<file path="config.mk">
export PLATFORM = sky130hd
export DESIGN_NAME = ads_adc_multi_ctrl
export DESIGN_NICKNAME = d
export VERILOG_FILES = /design/src/rtl/ads_adc_multi_ctrl_pkg.sv /design/src/rtl/ads_adc_multi_ctrl_dclk_gen.sv /design/src/rtl/ads_adc_multi_ctrl.sv
export SDC_FILE = /design/constraint.sdc
export NUM_CORES = 1
export LEC_CHECK = 0
export ABC_AREA = 1
export CAP_MARGIN = 20
export CORE_MARGIN = 5
export CORE_UTILIZATION = 55
export CTS_BUF_LIST = sky130_fd_sc_hd__clkbuf_4
export CTS_CLUSTER_SIZE = 10
export DETAILED_ROUTE_END_ITERATION = 16
export GPL_ROUTABILITY_DRIVEN = 0
export GPL_TIMING_DRIVEN = 0
export PLACE_DENSITY_LB_ADDON = 0.25
export SYNTH_ARGS = -nofsm -noshare
export SYNTH_HDL_FRONTEND = slang
export SYNTH_SLANG_ARGS = --single-unit
</file>
<file path="constraint.sdc">
create_clock -name clk -period 2.99 [get_ports clk]
set_input_delay 0.299 -clock clk [delete_from_list [all_inputs] [get_ports clk]]
set_output_delay 0.299 -clock clk [all_outputs]
set_load 0.02 [all_outputs]
</file>
<file path="src/rtl/ads_adc_multi_ctrl_pkg.sv">
// Shared types and sizing helpers for the multi-channel ADS8321-class ADC controller.
package ads_adc_multi_ctrl_pkg;

   // Frame sequencer states: idle, serial conversion, CSN-high recovery.
   typedef enum logic [1:0] {
      ST_IDLE  = 2'd0,
      ST_CONV  = 2'd1,
      ST_RECOV = 2'd2
   } adc_state_e;

   // Number of DCLK rising edges in one frame: lead-in (sample + null bit) plus data bits.
   function automatic int frame_len(input int lead_clks, input int data_w);
      return lead_clks + data_w;
   endfunction

   // Counter width able to hold the value n (at least one bit).
   function automatic int cnt_width(input int n);
      return (n < 1) ? 1 : $clog2(n + 1);
   endfunction

endpackage

</file>
<file path="src/rtl/ads_adc_multi_ctrl_dclk_gen.sv">
// DCLK generator: registered divide-by-(2*CLK_DIV) clock with rise/fall strobes.
// Runs only while enabled; otherwise DCLK is parked low and the divider is cleared,
// so the first rising edge always lands CLK_DIV clocks after enable goes high.
module ads_adc_multi_ctrl_dclk_gen
   import ads_adc_multi_ctrl_pkg::*;
#(
   parameter int CLK_DIV = 1
) (
   input  logic clk,
   input  logic rstn,
   input  logic en,
   output logic dclk,
   output logic rise,
   output logic fall
);

   localparam int DIV_W = cnt_width(CLK_DIV - 1);
   localparam logic [DIV_W-1:0] DIV_LAST = DIV_W'(CLK_DIV - 1);
   localparam logic [DIV_W-1:0] DIV_ZERO = {DIV_W{1'b0}};
   localparam logic [DIV_W-1:0] DIV_ONE  = DIV_W'(1);

   logic [DIV_W-1:0] half_cnt_r;
   logic             dclk_r;
   logic             tick_s;

   // Half-period boundary detection and edge strobes for the next clk edge.
   always_comb begin
      tick_s = 1'b0;
      rise   = 1'b0;
      fall   = 1'b0;
      if (en) begin
         tick_s = (half_cnt_r == DIV_LAST);
         rise   = tick_s & ~dclk_r;
         fall   = tick_s & dclk_r;
      end else begin
         tick_s = 1'b0;
      end
   end

   // Half-period counter and DCLK register; both held at zero while disabled.
   always_ff @(posedge clk or negedge rstn) begin
      if (!rstn) begin
         half_cnt_r <= DIV_ZERO;
         dclk_r     <= 1'b0;
      end else if (!en) begin
         half_cnt_r <= DIV_ZERO;
         dclk_r     <= 1'b0;
      end else if (tick_s) begin
         half_cnt_r <= DIV_ZERO;
         dclk_r     <= ~dclk_r;
      end else begin
         half_cnt_r <= half_cnt_r + DIV_ONE;
      end
   end

   assign dclk = dclk_r;

endmodule

</file>
<file path="src/rtl/ads_adc_multi_ctrl.sv">
// Controller for NUM_CH ADS8321-class serial SAR ADCs sharing DCLK/CSN.
// All DOUT lines are captured in parallel on each DCLK rising edge; the first
// LEAD_CLKS samples are discarded and the next DATA_W form the MSB-first result.
// Triggers come from ad_start or a free-running period timer; triggers that arrive
// while busy (conversion or CSN recovery) are dropped and flagged on ad_ovr.
module ads_adc_multi_ctrl
   import ads_adc_multi_ctrl_pkg::*;
#(
   parameter int NUM_CH    = 2,
   parameter int DATA_W    = 16,
   parameter int LEAD_CLKS = 6,
   parameter int CLK_DIV   = 1,
   parameter int CSN_HIGH  = 2,
   parameter int PERIOD_W  = 16
) (
   input  logic                       clk,
   input  logic                       rstn,
   input  logic                       ad_start,
   input  logic                       ad_cont,
   input  logic [PERIOD_W-1:0]        ad_period,
   output logic                       ad_busy,
   output logic                       ad_dval,
   output logic                       ad_ovr,
   input  logic [NUM_CH-1:0]          ad_dout,
   output logic                       ad_dclk,
   output logic                       ad_csn,
   output logic [NUM_CH*DATA_W-1:0]   ad_data
);

   localparam int FRAME  = frame_len(LEAD_CLKS, DATA_W);
   localparam int BCNT_W = cnt_width(FRAME);
   localparam int REC_W  = cnt_width(CSN_HIGH);

   localparam logic [BCNT_W-1:0]   BCNT_ZERO  = {BCNT_W{1'b0}};
   localparam logic [BCNT_W-1:0]   BCNT_ONE   = BCNT_W'(1);
   localparam logic [BCNT_W-1:0]   BCNT_LEAD  = BCNT_W'(LEAD_CLKS);
   localparam logic [BCNT_W-1:0]   BCNT_FRAME = BCNT_W'(FRAME);
   localparam logic [REC_W-1:0]    REC_ZERO   = {REC_W{1'b0}};
   localparam logic [REC_W-1:0]    REC_ONE    = REC_W'(1);
   localparam logic [REC_W-1:0]    REC_LAST   = REC_W'(CSN_HIGH - 1);
   localparam logic [PERIOD_W-1:0] PER_ZERO   = {PERIOD_W{1'b0}};
   localparam logic [PERIOD_W-1:0] PER_ONE    = PERIOD_W'(1);
   localparam logic [NUM_CH*DATA_W-1:0] DATA_ZERO = {(NUM_CH*DATA_W){1'b0}};

   adc_state_e                  state_r;
   logic                        busy_r;
   logic                        dval_r;
   logic                        ovr_r;
   logic                        csn_r;
   logic [NUM_CH*DATA_W-1:0]    data_r;
   logic [BCNT_W-1:0]           bit_cnt_r;
   logic [REC_W-1:0]            rec_cnt_r;
   logic [PERIOD_W-1:0]         timer_r;
   logic [PERIOD_W-1:0]         period_r;

   logic                        conv_s;
   logic                        dclk_s;
   logic                        rise_s;
   logic                        fall_s;
   logic                        timer_hit_s;
   logic                        trig_s;
   logic                        capture_s;
   logic [NUM_CH*DATA_W-1:0]    shift_pack_s;

   // Trigger sources and capture qualifier for the shift registers.
   always_comb begin
      conv_s      = (state_r == ST_CONV);
      timer_hit_s = 1'b0;
      if (ad_cont && (period_r != PER_ZERO)) begin
         timer_hit_s = (timer_r == (period_r - PER_ONE));
      end else begin
         timer_hit_s = 1'b0;
      end
      trig_s    = ad_start | timer_hit_s;
      capture_s = rise_s & (bit_cnt_r >= BCNT_LEAD);
   end

   ads_adc_multi_ctrl_dclk_gen #(
      .CLK_DIV (CLK_DIV)
   ) u_dclk_gen (
      .clk  (clk),
      .rstn (rstn),
      .en   (conv_s),
      .dclk (dclk_s),
      .rise (rise_s),
      .fall (fall_s)
   );

   // Auto-trigger timer: wraps at period_r-1; period is re-sampled only at wrap or while held.
   always_ff @(posedge clk or negedge rstn) begin
      if (!rstn) begin
         timer_r  <= PER_ZERO;
         period_r <= PER_ZERO;
      end else if (!ad_cont || (ad_period == PER_ZERO)) begin
         timer_r  <= PER_ZERO;
         period_r <= ad_period;
      end else if ((period_r == PER_ZERO) || (timer_r == (period_r - PER_ONE))) begin
         timer_r  <= PER_ZERO;
         period_r <= ad_period;
      end else begin
         timer_r  <= timer_r + PER_ONE;
      end
   end

   // Frame sequencer: accept trigger, count DCLK rises, publish result, hold CSN high for recovery.
   always_ff @(posedge clk or negedge rstn) begin
      if (!rstn) begin
         state_r   <= ST_IDLE;
         busy_r    <= 1'b0;
         dval_r    <= 1'b0;
         ovr_r     <= 1'b0;
         csn_r     <= 1'b1;
         data_r    <= DATA_ZERO;
         bit_cnt_r <= BCNT_ZERO;
         rec_cnt_r <= REC_ZERO;
      end else begin
         dval_r <= 1'b0;
         ovr_r  <= trig_s & busy_r;
         case (state_r)
            ST_IDLE: begin
               if (trig_s) begin
                  state_r   <= ST_CONV;
                  csn_r     <= 1'b0;
                  busy_r    <= 1'b1;
                  bit_cnt_r <= BCNT_ZERO;
               end else begin
                  csn_r     <= 1'b1;
                  busy_r    <= 1'b0;
               end
            end
            ST_CONV: begin
               if (rise_s) begin
                  bit_cnt_r <= bit_cnt_r + BCNT_ONE;
               end else if (fall_s && (bit_cnt_r == BCNT_FRAME)) begin
                  state_r   <= ST_RECOV;
                  csn_r     <= 1'b1;
                  data_r    <= shift_pack_s;
                  dval_r    <= 1'b1;
                  rec_cnt_r <= REC_ZERO;
               end else begin
                  bit_cnt_r <= bit_cnt_r;
               end
            end
            ST_RECOV: begin
               if (rec_cnt_r == REC_LAST) begin
                  state_r <= ST_IDLE;
                  busy_r  <= 1'b0;
               end else begin
                  rec_cnt_r <= rec_cnt_r + REC_ONE;
               end
            end
            default: begin
               state_r <= ST_IDLE;
               csn_r   <= 1'b1;
               busy_r  <= 1'b0;
            end
         endcase
      end
   end

   // One MSB-first shift register per DOUT line, filled only after the lead-in rises.
   for (genvar g = 0; g < NUM_CH; g++) begin : g_ch
      logic [DATA_W-1:0] shift_r;

      // Shift in this channel's DOUT on qualifying DCLK rising edges.
      always_ff @(posedge clk or negedge rstn) begin
         if (!rstn) begin
            shift_r <= {DATA_W{1'b0}};
         end else if (capture_s) begin
            shift_r <= {shift_r[DATA_W-2:0], ad_dout[g]};
         end else begin
            shift_r <= shift_r;
         end
      end

      assign shift_pack_s[g*DATA_W +: DATA_W] = shift_r;
   end

   assign ad_busy = busy_r;
   assign ad_dval = dval_r;
   assign ad_ovr  = ovr_r;
   assign ad_dclk = dclk_s;
   assign ad_csn  = csn_r;
   assign ad_data = data_r;

endmodule

</file>
==> results of run 1 <==
-- registers in the layout (all words and copies together) (netlist names) --
signal and cells:
bit_cnt_r 5, state_r 2, ad_csn 1, g_ch.shift_r 32, u_dclk_gen.dclk 1, ad_data 32
rec_cnt_r 2, ad_dval 1, period_r 16, timer_r 16, ad_busy 1, ad_ovr 1
u_dclk_gen.half_cnt_r 1
-- area by class of cell --
cell class | instances | share of cell area (%)
Timing Repair Buffer | 60 | 10.1
Sequential cell | 111 | 45.7
Tap cell | 111 | 2.28
Clock inverter | 7 | 1.27
Clock buffer | 9 | 1.11
Multi-Input combinational cell | 417 | 32.8
Buffer | 16 | 1.56
Inverter | 85 | 5.24
-- cell usage in the layout (no fill, tap or decap), drive strengths merged, types with 2 or more instances in the layout --
cell type	instances
nand2	192
dfrtp	110
inv	88
o21ai	76
nor2	61
clkdlybuf4s50	57
nand3	29
clkbuf	21
xnor2	11
xor2	10
a21oi	8
nand4	6
ha	6
buf	6
nor3	4
nor4	3
nand3b	3
clkinv	3
or2	2
-- power by group through the flow --
stage                     logic (mW)  clock network, mW  registers [mW]
after floorplan                0.468                  0            1.82
after global placement         0.704                  0            1.81
after detailed placement       0.744                  0            1.82
after CTS                      0.744              0.787            1.80
after global routing           0.845              0.851            1.82
final                          0.734              0.768            1.80
-- per-stage QoR --
step	instance area, µm²	hold WS [ns]	instances	power, mW
CTS	6090	0.346	816	3.33
floorplan	5190	0.00341	629	2.29
finish	6090	0.355	816	3.30
global route	6090	0.395	816	3.51
detailed placement	5930	0.326	799	2.57
global placement	5910	0.455	798	2.52
-- cells by family (layout without fill, tap and decap cells) --
logic type / Yosys count / in the layout / share of synthesized area (%)
buffers and inverters: 101 / 177 / 7.98
DFF: 111 / 111 / 53.6
and+or+nand+nor: 302 / 302 / 24.3
AOI/OAI and AO/OA: 87 / 87 / 9.09
adders and majority gates: 6 / 6 / 1.45
other: 1 / 1 / 0.0723
xor gates and xnor gates: 21 / 21 / 3.55
-- routing by layer --
layer | vias to the layer above | global-route usage (%) | part of all wire, %
li1 | 2106 | - | -
met1 | 1995 | 25.1 | 44
met2 | 62 | 35.3 | 51
met3 | 15 | 2.89 | 3.2
met4 | 0 | 6.76 | 1.7
met5 | - | 0 | 0
-- timing repair --
action / 4_1_cts / 5_1_grt
hold buffers: 1 / 0
endpoints found under the setup margin: 0 / 0
hold endpoints to repair: 42 / 0
-- worst paths after layout --
| kind | from | end |
|---|---|---|
| min reg2reg | ad_data[31]$_DFFE_PN0P_ | ad_data[31]$_DFFE_PN0P_ |
| max in group asynchronous | rstn | ad_csn$_DFFE_PN1P_ |
| min in group clk | ad_period[6] | period_r[6]$_DFFE_PN0P_ |
| min | rstn | g_ch[0].shift_r[1]$_DFFE_PN0P_ |
| max | period_r[0]$_DFFE_PN0P_ | bit_cnt_r[2]$_DFFE_PN0P_ |
| max reg2reg | period_r[0]$_DFFE_PN0P_ | bit_cnt_r[2]$_DFFE_PN0P_ |
==> impl_results.md, run 1 <==
* Unrepaired setup endpoints after global routing: no
* Maximum VDD drop at ~0.32 mV
* Pins over their slew limit at 0
* Async SR Flop Fraction at between 90% and 100%
* H-tree depth at 3
* Grt total ovfl at 0
* Vias in the first global route at 4258
* Max-Cap Viols at 0
* Postcts setup bufs at 0
* Sw power at between 1 and 1.5 mW
* Distinct cells, synth at 32
* Synth Flop Type: dfrtp_1
* CTS tree: yes
* F_max at 0.415 GHz
* EDFF count, synth at 0
* Worst path slowest cell: dfrtp_1
* Reg power frac at between 50% and 60%
* First-pass GRT wire length at roughly 19000 µm
* Via Count at roughly 4200
* Power share of the clock group at 23.3%
* Run status: finished, final reports clean
* Setup Skew at 0.0238 ns
* Synth Cell Area at approximately 5200 µm²
* Total negative setup slack at 0 ns
* Minimum clock period at between 2 and 2.5 ns
* Clk Tree Root Cell: clkbuf_4
* Count of final setup violators at 0
* Post-Place Setup Slack at about 0.59 ns
* Crit-path most repeated cell: nand2_1
* Post-cts sizing count at 0
* Die area at approximately 11000 µm²
* Initial DRC count at roughly 170
* Area grow syn2layout at 17.3%
* Starting Density at 56.4%
* DR pass1 iterations at 4
* Worst-skew pair later-pin latency at ~0.45 ns
* Post-synth top area share at 53.1%
* Gate Count Post-Synth at approximately 630
* Die outline height at roughly 110 µm
* Critical Path, Cell by Cell: inv_2 > ha_1 > nand2_1 > nor2_2 > nand3_1 > nand2_1 > nand2_1 > inv_1 > nand2_1 > nor2_2 > nand3_1 > nand3_1 > nand2_1 > nand2_1 > nand2_1
* Largest net degree at the start of global routing at 70
* CTS Buf Count at 9
* Crit end category: flip-flop
* Hpwl dp at 8110 µm
* Delay-heaviest family, CP: simple AND/OR/NAND/NOR gates
* FF+latch count, synth at between 100 and 150
* Synth area leaders: dfrtp_1 53%, nand2_1 14%, o21ai_0 6.6%
* Post-Synthesis Net Count at about 660
* Period utilization at a little over 80%
* Critical Path RT at approximately 3.4 ns
* Critical Path Stages at 15
* Fin. Hold Viols at 0
* Ys Warns at 0
* Fill cells at 783
* CP max stage delay at between 0.4 and 0.5 ns
* IO buf count at 58
* Leakage at between 2 and 3 nW
* Die W at approximately 110 µm
* CTS Buffer Depth at 2
* Most frequent cell after synthesis: nand2_1
* Wire length per cell at 13.1 µm
* Area leader, netlist: dfrtp_1
* Worst-Margin Slew at roughly 0.56 ns
* Rows at 35
* FF/Latch Area at 2780 µm²
* R2R setup slack at between 0.5 and 0.6 ns
* Power Internal at roughly 2.2 mW
* Core ar. at a little over 9000 µm²
* CTS sink count at between 100 and 150
* Final ANT Viol Nets at 0
* Final antenna diode count at 0
* Routed wire length at 10700 µm
* Final worst setup slack at ~0.58 ns
* Via density at between 5 and 6
* Combinational power share at about 22%
* Hold/Removal Path Class: in -> async
* Residual DRC at 0
* Initial antenna violation count at 0
* Overall Global Routing Usage at 20.0%
* Post-layout util at approximately two thirds
* Share of cells above drive strength 1 at about 6.5%
* Area of the multi-input gates at about 2000 µm²
* Ports at a little under 60
* Avg Cell Area, Syn at around 8.2 µm²
* Worst path arrival time at 2.77 ns
* CP Class: reg -> reg
* Relative slew margins at between 60 and 70%
* Nets at 728
* CP Launch Type: flip-flop
* Synth cell count leaders: 187 x nand2_1, 110 x dfrtp_1, 83 x inv_1
* R2R depth at 15
* Buf/Inv on CP at 2
* Switching share of power at between 30% and 40%
* CP Max Fanout at 9
* Power Density at ~540 nW/µm²
* Sequential share of the synthesized area at a little over half
* CTS clk-pin slew, worst paths at roughly 0.18 ns
Power figures use the tool's default switching activity.
==> run 2, diff against run 1 <==
==> constraint.sdc (replaced) <==
create_clock -name clk -period 2.5 [get_ports clk]
set_input_delay 0.25 -clock clk [delete_from_list [all_inputs] [get_ports clk]]
set_output_delay 0.25 -clock clk [all_outputs]
set_load 0.02 [all_outputs]
==> run 2 against run 1 <==
Net effect: register-to-register slack got worse by 0.37 ns; worst setup slack got worse by 0.37 ns; cell count is 0.25% higher; worst hold slack worse by 0.053 ns; critical endpoint is now timer_r[5]$_DFF_PN0_; highest routed layer unchanged.
==> impl_results.md, run 2 (synthesis gave the netlist of run 1 again) <==
* Run status: finished, final reports clean
* Fin. Hold Viols at 0 (unchanged)
* Hold WS at 0.302 ns (-0.0525 ns)
* CTS Buffer Depth at 2 (unchanged)
* Routed wire length at 10700 µm (+0.79%)
* First-pass GRT wire length at 18700 µm (unchanged)
* Grt total ovfl at 0 (unchanged)
* Pins over their slew limit at 0 (unchanged)
* Starting Density at 56.4% (unchanged)
* Delay-heaviest family, CP: simple AND/OR/NAND/NOR gates
* Switching share of power at 32.9% (+0.044 points)
* CTS tree: yes
* Residual DRC at 0 (unchanged)
* Nets at 730 (+0.27%)
* Initial antenna violation count at 0 (unchanged)
* CP Class: reg -> reg
* CTS Buf Count at 9 (unchanged)
* Ports at 59 (unchanged)
* Area grow syn2layout at 18.2%
* Core ar. at 9200 µm² (unchanged)
* Fill cells at 774 (-1.1%)
* Initial DRC count at 148 (-13%)
* Clk Tree Root Cell: clkbuf_4
* Critical Path RT at 2.84 ns (-0.51 ns)
* Sw power at 1.30 mW (+20%)
* Hold/Removal Path Class: in -> async
* Maximum VDD drop at 0.381 mV (+20%)
* Max-Cap Viols at 0 (unchanged)
* Final worst setup slack at 0.215 ns (-0.366 ns)
* Combinational power share at 22.6% (+0.3 points)
* CP Launch Type: flip-flop
* Largest net degree at the start of global routing at 70 (unchanged)
* Crit end category: flip-flop
* Die W at 107 µm (unchanged)
* CP max stage delay at 0.43 ns (about the same)
* Worst-skew pair later-pin latency at 0.45 ns (about the same)
* Worst path arrival time at 2.62 ns (-0.15 ns)
* F_max at 0.438 GHz (+5.4%)
* Overall Global Routing Usage at 20.0% (unchanged)
* H-tree depth at 3 (unchanged)
* Worst path slowest cell: dfrtp_1
* Power Internal at 2.66 mW (+20%)
* Worst-Margin Slew at 0.560 ns (+0.00202 ns)
* Final ANT Viol Nets at 0 (unchanged)
* Relative slew margins at 62.7% (-0.13 points)
* Period utilization at 91.4% (+11 points)
* Most common cell after layout, fill and taps aside: nand2_1
* Final antenna diode count at 0 (unchanged)
* Wire length per cell at 13.1 µm (+0.54%)
* Reg power frac at 54.3% (about the same)
* Buf/Inv on CP at 4 (+2)
* IO buf count at 58 (unchanged)
* Die area at 11500 µm² (unchanged)
* Die outline height at 107 µm (unchanged)
* Setup Skew at 0.0234 ns (-0.000379 ns)
* Hpwl dp at 8110 µm (unchanged)
* Leakage at 2.93 nW (+0.31%)
* Via Count at 4212 (+0.81%)
* Via density at 5.15 (+0.57%)
* Power Density at 646 nW/µm² (+19%)
* CTS clk-pin slew, worst paths at 0.18 ns (about the same)
* Total negative setup slack at 0 ns (unchanged)
* Most frequent cells in the layout: 186 x nand2_1, 110 x dfrtp_1, 83 x inv_1, 67 x o21ai_0, 57 x clkdlybuf4s50_1
* Power share of the clock group at 23.1% (-0.2 points)
* Rows at 35 (unchanged)
* FF/Latch Area at 2780 µm² (unchanged)
* Area of the multi-input gates at 2020 µm² (+1.3%)
* CP Max Fanout at 10 (+1)
* Critical Path, Cell by Cell: inv_2 > ha_2 > nand2_2 > nor2_4 > nand3_1 > nand2_1 > nand2_1 > inv_1 > nand2_1 > nor2_2 > nand2_1 > nand2_2 > nor2_4 > buf_6 > buf_6 > nand2_1 > nor2_1
* DR pass1 iterations at 4 (unchanged)
* CTS sink count at 111 (unchanged)
* Vias in the first global route at 4258 (unchanged)
* Minimum clock period at 2.28 ns (-0.124 ns)
* Count of final setup violators at 0 (unchanged)
* Unrepaired setup endpoints after global routing: no
* Share of cells above drive strength 1 at 7.50% (+0.97 points)
* Crit-path most repeated cell: nand2_1
* Post-Place Setup Slack at 0.0964 ns (-0.490 ns)
[run 2: area by class of cell]
class	count	area share [%]
plain buffers	16	1.55
clock buffers	9	1.10
clock inverters	7	1.27
inverters	85	5.25
multi-input cells	417	32.9
flip-flops and latches	111	45.3
well taps	111	2.27
repair buffers	62	10.3
[run 2: per-layer routing]
| layer | GRT usage [%] | share of wire [%] | vias to the layer above |
|---|---|---|---|
| li1 | - | - | 2108 |
| met2 | 35.3 | 50 | 72 |
| met5 | 0 | 0 | - |
| met3 | 2.89 | 3.3 | 15 |
| met4 | 6.76 | 1.9 | 0 |
| met1 | 25.1 | 44 | 2017 |
[run 2: path summary, 6_finish.rpt]
kind / from / depth (start not counted) / slack, ns / end
setup / recovery: period_r[0]$_DFFE_PN0P_ / 17 / 0.22 / timer_r[5]$_DFF_PN0_
hold / removal: rstn / 2 / 0.30 / g_ch[0].shift_r[1]$_DFFE_PN0P_
setup reg to reg: period_r[0]$_DFFE_PN0P_ / 17 / 0.22 / timer_r[5]$_DFF_PN0_
hold reg to reg: ad_data[31]$_DFFE_PN0P_ / 2 / 0.50 / ad_data[31]$_DFFE_PN0P_
max in group asynchronous: rstn / 3 / 1.44 / ad_csn$_DFFE_PN1P_
min in group clk: ad_period[6] / 3 / 0.34 / period_r[6]$_DFFE_PN0P_
[run 2: timing repair]
item / CTS / global route
endpoints found under the setup margin: 0 / 33
endpoints found under the hold margin: 42 / 0
setup buffers: 0 / 2
hold buffers: 1 / 0
gates resized for setup: 0 / 9
[run 2: power groups by stage]
stage / clock [mW] / sequential [mW] / combinational, mW
after global routing: 1.02 / 2.18 / 1.02
after floorplan: 0 / 2.18 / 0.560
after CTS: 0.941 / 2.15 / 0.890
final: 0.916 / 2.15 / 0.893
after global placement: 0 / 2.17 / 0.842
after detailed placement: 0 / 2.18 / 0.889
[run 2: stage by stage]
| stage | power [mW] | std cells | util [%] | cell area [µm²] |
|---|---|---|---|---|
| 2_1_floorplan | 2.74 | 629 | - | 5190 |
| 3_3_place_gp | 3.01 | 798 | 64.2 | 5910 |
| 3_5_place_dp | 3.07 | 799 | 64.5 | 5930 |
| 4_1_cts | 3.98 | 816 | 66.2 | 6090 |
| 5_1_grt | 4.22 | 818 | 66.7 | 6130 |
| 6_report | 3.96 | 818 | 66.7 | 6130 |
[run 2: worst register-to-register path: cells and delay by family (launching register included)]
family                   cells  cell delay, ns
adder cells (fa/ha/maj)      1            0.23
buffers and inverters        4            0.49
flip-flops                   1            0.43
AND/OR/NAND/NOR             12            0.99
==> run 3, diff against run 2 <==
--- a/config.mk
+++ b/config.mk
@@ -8,13 +8,14 @@
 export ABC_AREA = 1
 export CAP_MARGIN = 20
 export CORE_MARGIN = 5
-export CORE_UTILIZATION = 55
+export CORE_UTILIZATION = 53
 export CTS_BUF_LIST = sky130_fd_sc_hd__clkbuf_4
 export CTS_CLUSTER_SIZE = 10
 export DETAILED_ROUTE_END_ITERATION = 16
-export GPL_ROUTABILITY_DRIVEN = 0
+export GPL_ROUTABILITY_DRIVEN = 1
 export GPL_TIMING_DRIVEN = 0
 export PLACE_DENSITY_LB_ADDON = 0.25
+export SETUP_SLACK_MARGIN = 0.05
 export SYNTH_ARGS = -nofsm -noshare
 export SYNTH_HDL_FRONTEND = slang
 export SYNTH_SLANG_ARGS = --single-unit
==> constraint.sdc (replaced) <==
create_clock -name clk -period 2.07 [get_ports clk]
set_input_delay 0.207 -clock clk [delete_from_list [all_inputs] [get_ports clk]]
set_output_delay 0.207 -clock clk [all_outputs]
set_load 0.02 [all_outputs]
==> run 3 against run 2 <==
Net effect: the run now ends with setup timing left; via count rose by 3.3%; cell count grew 6.0%; final area increased by 9.2%; sequential power increased by 21%; global-route usage up 0.60 points.
==> impl_results.md, run 3 (synthesis gave the netlist of run 1 again) <==
* Crit end category: flip-flop
* Crit. Startpoint: period_r[1]$_DFFE_PN0P_
* CP Launch Type: flip-flop
* Reg power frac at 54.3% (about the same)
* CTS tree: yes
* CTS clk-pin slew, worst paths at 0.16 ns (-0.02 ns)
* F_max at 0.435 GHz (-0.60%)
* Relative slew margins at 44.1% (-19 points)
* Most frequent cells in the layout: 166 x nand2_1, 103 x dfrtp_1, 81 x inv_1, 67 x o21ai_0, 57 x clkdlybuf4s50_1
* First-pass GRT wire length at 19300 µm (+3.0%)
* Vias in the first global route at 4256 (-0.047%)
* Most common cell after layout, fill and taps aside: nand2_1
* Power share of the clock group at 19.7% (-3.4 points)
* Combinational power share at 26.1% (+3.5 points)
* Reg2reg start: period_r[1]$_DFFE_PN0P_
* Initial antenna violation count at 0 (unchanged)
* Wire length per cell at 13.6 µm (+3.7%)
* Period utilization at 111% (+20 points)
* Minimum clock period at 2.30 ns (+0.0138 ns)
* Power Density at 717 nW/µm² (+11%)
* Nets at 757 (+3.7%)
* Placed insts at 821 (+2.8%)
* Count of final setup violators at 38 (+38)
* Grt total ovfl at 0 (unchanged)
* Hpwl dp at 7960 µm (-1.9%)
* Max-Cap Viols at 0 (unchanged)
* Share of cells above drive strength 1 at 19.6% (+12 points)
* Core ar. at 9640 µm² (+4.8%)
* Die outline height at 109 µm (+1.7%)
* Total length of routed met2 wires at 5870 µm (+8.3%)
* Ports at 59 (unchanged)
* Largest net degree at the start of global routing at 67 (-4.3%)
* Area of the multi-input gates at 2270 µm² (+12%)
* Clk Tree Root Cell: clkbuf_4
* Sw power at 1.62 mW (+24%)
* Power Internal at 3.18 mW (+20%)
* Starting Density at 53.8% (-2.6 points)
* H-tree depth at 3 (unchanged)
* Overall Global Routing Usage at 20.6% (+0.60 points)
* Die area at 11900 µm² (+3.4%)
* CTS sink count at 111 (unchanged)
* Met1 wire length at 5200 µm (+9.2%)
* DP Area at 5970 µm² (+0.59%)
* Routed wire length at 11800 µm (+9.9%)
* Post-layout util at 69.4% (+2.8 points)
* Area grow syn2layout at 29.0%
* CP Class: reg -> reg
* Final ANT Viol Nets at 0 (unchanged)
* IO buf count at 58 (unchanged)
* Setup Skew at 0.0187 ns (-0.00469 ns)
* Initial DRC count at 212 (+43%)
* Worst-Margin Slew at 0.839 ns (+0.279 ns)
* Pins over their slew limit at 0 (unchanged)
* Via density at 5.02 (-2.5%)
* Unrepaired setup endpoints after global routing: yes
* CP Max Fanout at 7 (-3)
* Critical Path RT at 2.44 ns (-0.40 ns)
* Tot Pwr at 4.80 mW (+21%)
* Post-route cell area at 6690 µm² (+9.2%)
* Worst-skew pair later-pin latency at 0.46 ns (about the same)
* Die W at 109 µm (+1.7%)
* CTS Buffer Depth at 2 (unchanged)
* Final GP Congestion at about 0.86
* Hold_sp: ad_period[4]
* Hold/Removal Path Class: in -> reg
* DR pass1 iterations at 4 (unchanged)
* Switching share of power at 33.8% (+0.89 points)
* Post-route insts no fill at 867 (+6.0%)
* Final antenna diode count at 0 (unchanged)
* Rows at 36 (+2.9%)
* Worst path arrival time at 2.67 ns (+0.05 ns)
* Via Count at 4353 (+3.3%)
* Run status: finished with violations
* Fill cells at 761 (-1.7%)
* CTS Buf Count at 9 (unchanged)
* Failing checks: setup timing
* Top sig layer: met4
* Final worst setup slack at -0.228 ns (-0.444 ns)
* Maximum VDD drop at 0.531 mV (+39%)
* FF/Latch Area at 2790 µm² (+0.31%)
* Leakage at 3.15 nW (+7.7%)
* Met3 WL at 444 µm (+25%)
* Fin. Hold Viols at 0 (unchanged)
* Residual DRC at 0 (unchanged)
## run 3: power by group through the flow
| stage | sequential, mW | clock, mW | combinational (mW) |
|---|---|---|---|
| finish | 2.60 | 0.943 | 1.25 |
| global route | 2.63 | 1.07 | 1.42 |
| CTS | 2.59 | 0.972 | 1.15 |
| detailed placement | 2.63 | 0 | 1.06 |
| global placement | 2.62 | 0 | 1.02 |
| floorplan | 2.63 | 0 | 0.679 |
## run 3: per-stage QoR
| stage | setup slack (ns) | TNS, ns | hold slack [ns] |
|---|---|---|---|
| floorplan | 0.0739 | 0 | -0.0886 |
| global placement | -3.30 | -367.81 | 0.455 |
| detailed placement | -0.241 | -5.91 | 0.367 |
| CTS | -0.0921 | -1.74 | 0.270 |
| global route | -0.314 | -9.58 | 0.264 |
| finish | -0.228 | -5.30 | 0.305 |
## run 3: layout make-up
cell class	count	area share [%]
repair buffers	89	13.7
inverters	85	4.80
clock inverters	7	0.692
clock buffers	9	1.01
well taps	133	2.49
flip-flops and latches	111	41.6
plain buffers	16	1.74
multi-input cells	417	33.9
## run 3: what timing repair did
item	4_1_cts	5_1_grt
pin swaps	13	17
endpoints found under the setup margin	38	84
resized for setup	28	84
cloned	2	2
hold buffers	1	0
hold endpoints to repair	64	0
buffers inserted	16	9
## run 3: metal layers
metal | GRT usage [%] | vias up
met4 | 10.1 | 0
li1 | - | 2168
met2 | 33.1 | 95
met3 | 3.43 | 21
met1 | 27.1 | 2069
met5 | 0 | -
## run 3: final timing paths
path                                      endpoint  slack (ns)  cells past startpoint
setup / recovery           period_r[4]$_DFFE_PN0P_       -0.23                     15
hold / removal             period_r[4]$_DFFE_PN0P_        0.30                      3
setup reg to reg           period_r[4]$_DFFE_PN0P_       -0.23                     15
hold reg to reg            ad_data[31]$_DFFE_PN0P_        0.49                      2
max in group asynchronous     timer_r[0]$_DFF_PN0_        0.99                      3
min in group asynchronous  ad_data[20]$_DFFE_PN0P_        0.37                      2
## run 3: critical path, stage by stage, from the launching register on
cell and delay [ns]:
dfrtp_1 0.45, buf_6 0.14, nor2_4 0.11, nand2_4 0.08, o21ai_1 0.21, nand2_1 0.10
nand2_1 0.09, nand3_2 0.10, nor3_4 0.25, nand2_2 0.08, nand2_2 0.10, nor2_4 0.07
buf_8 0.18, clkbuf_16 0.16, nand2_1 0.05, nand2_1 0.05
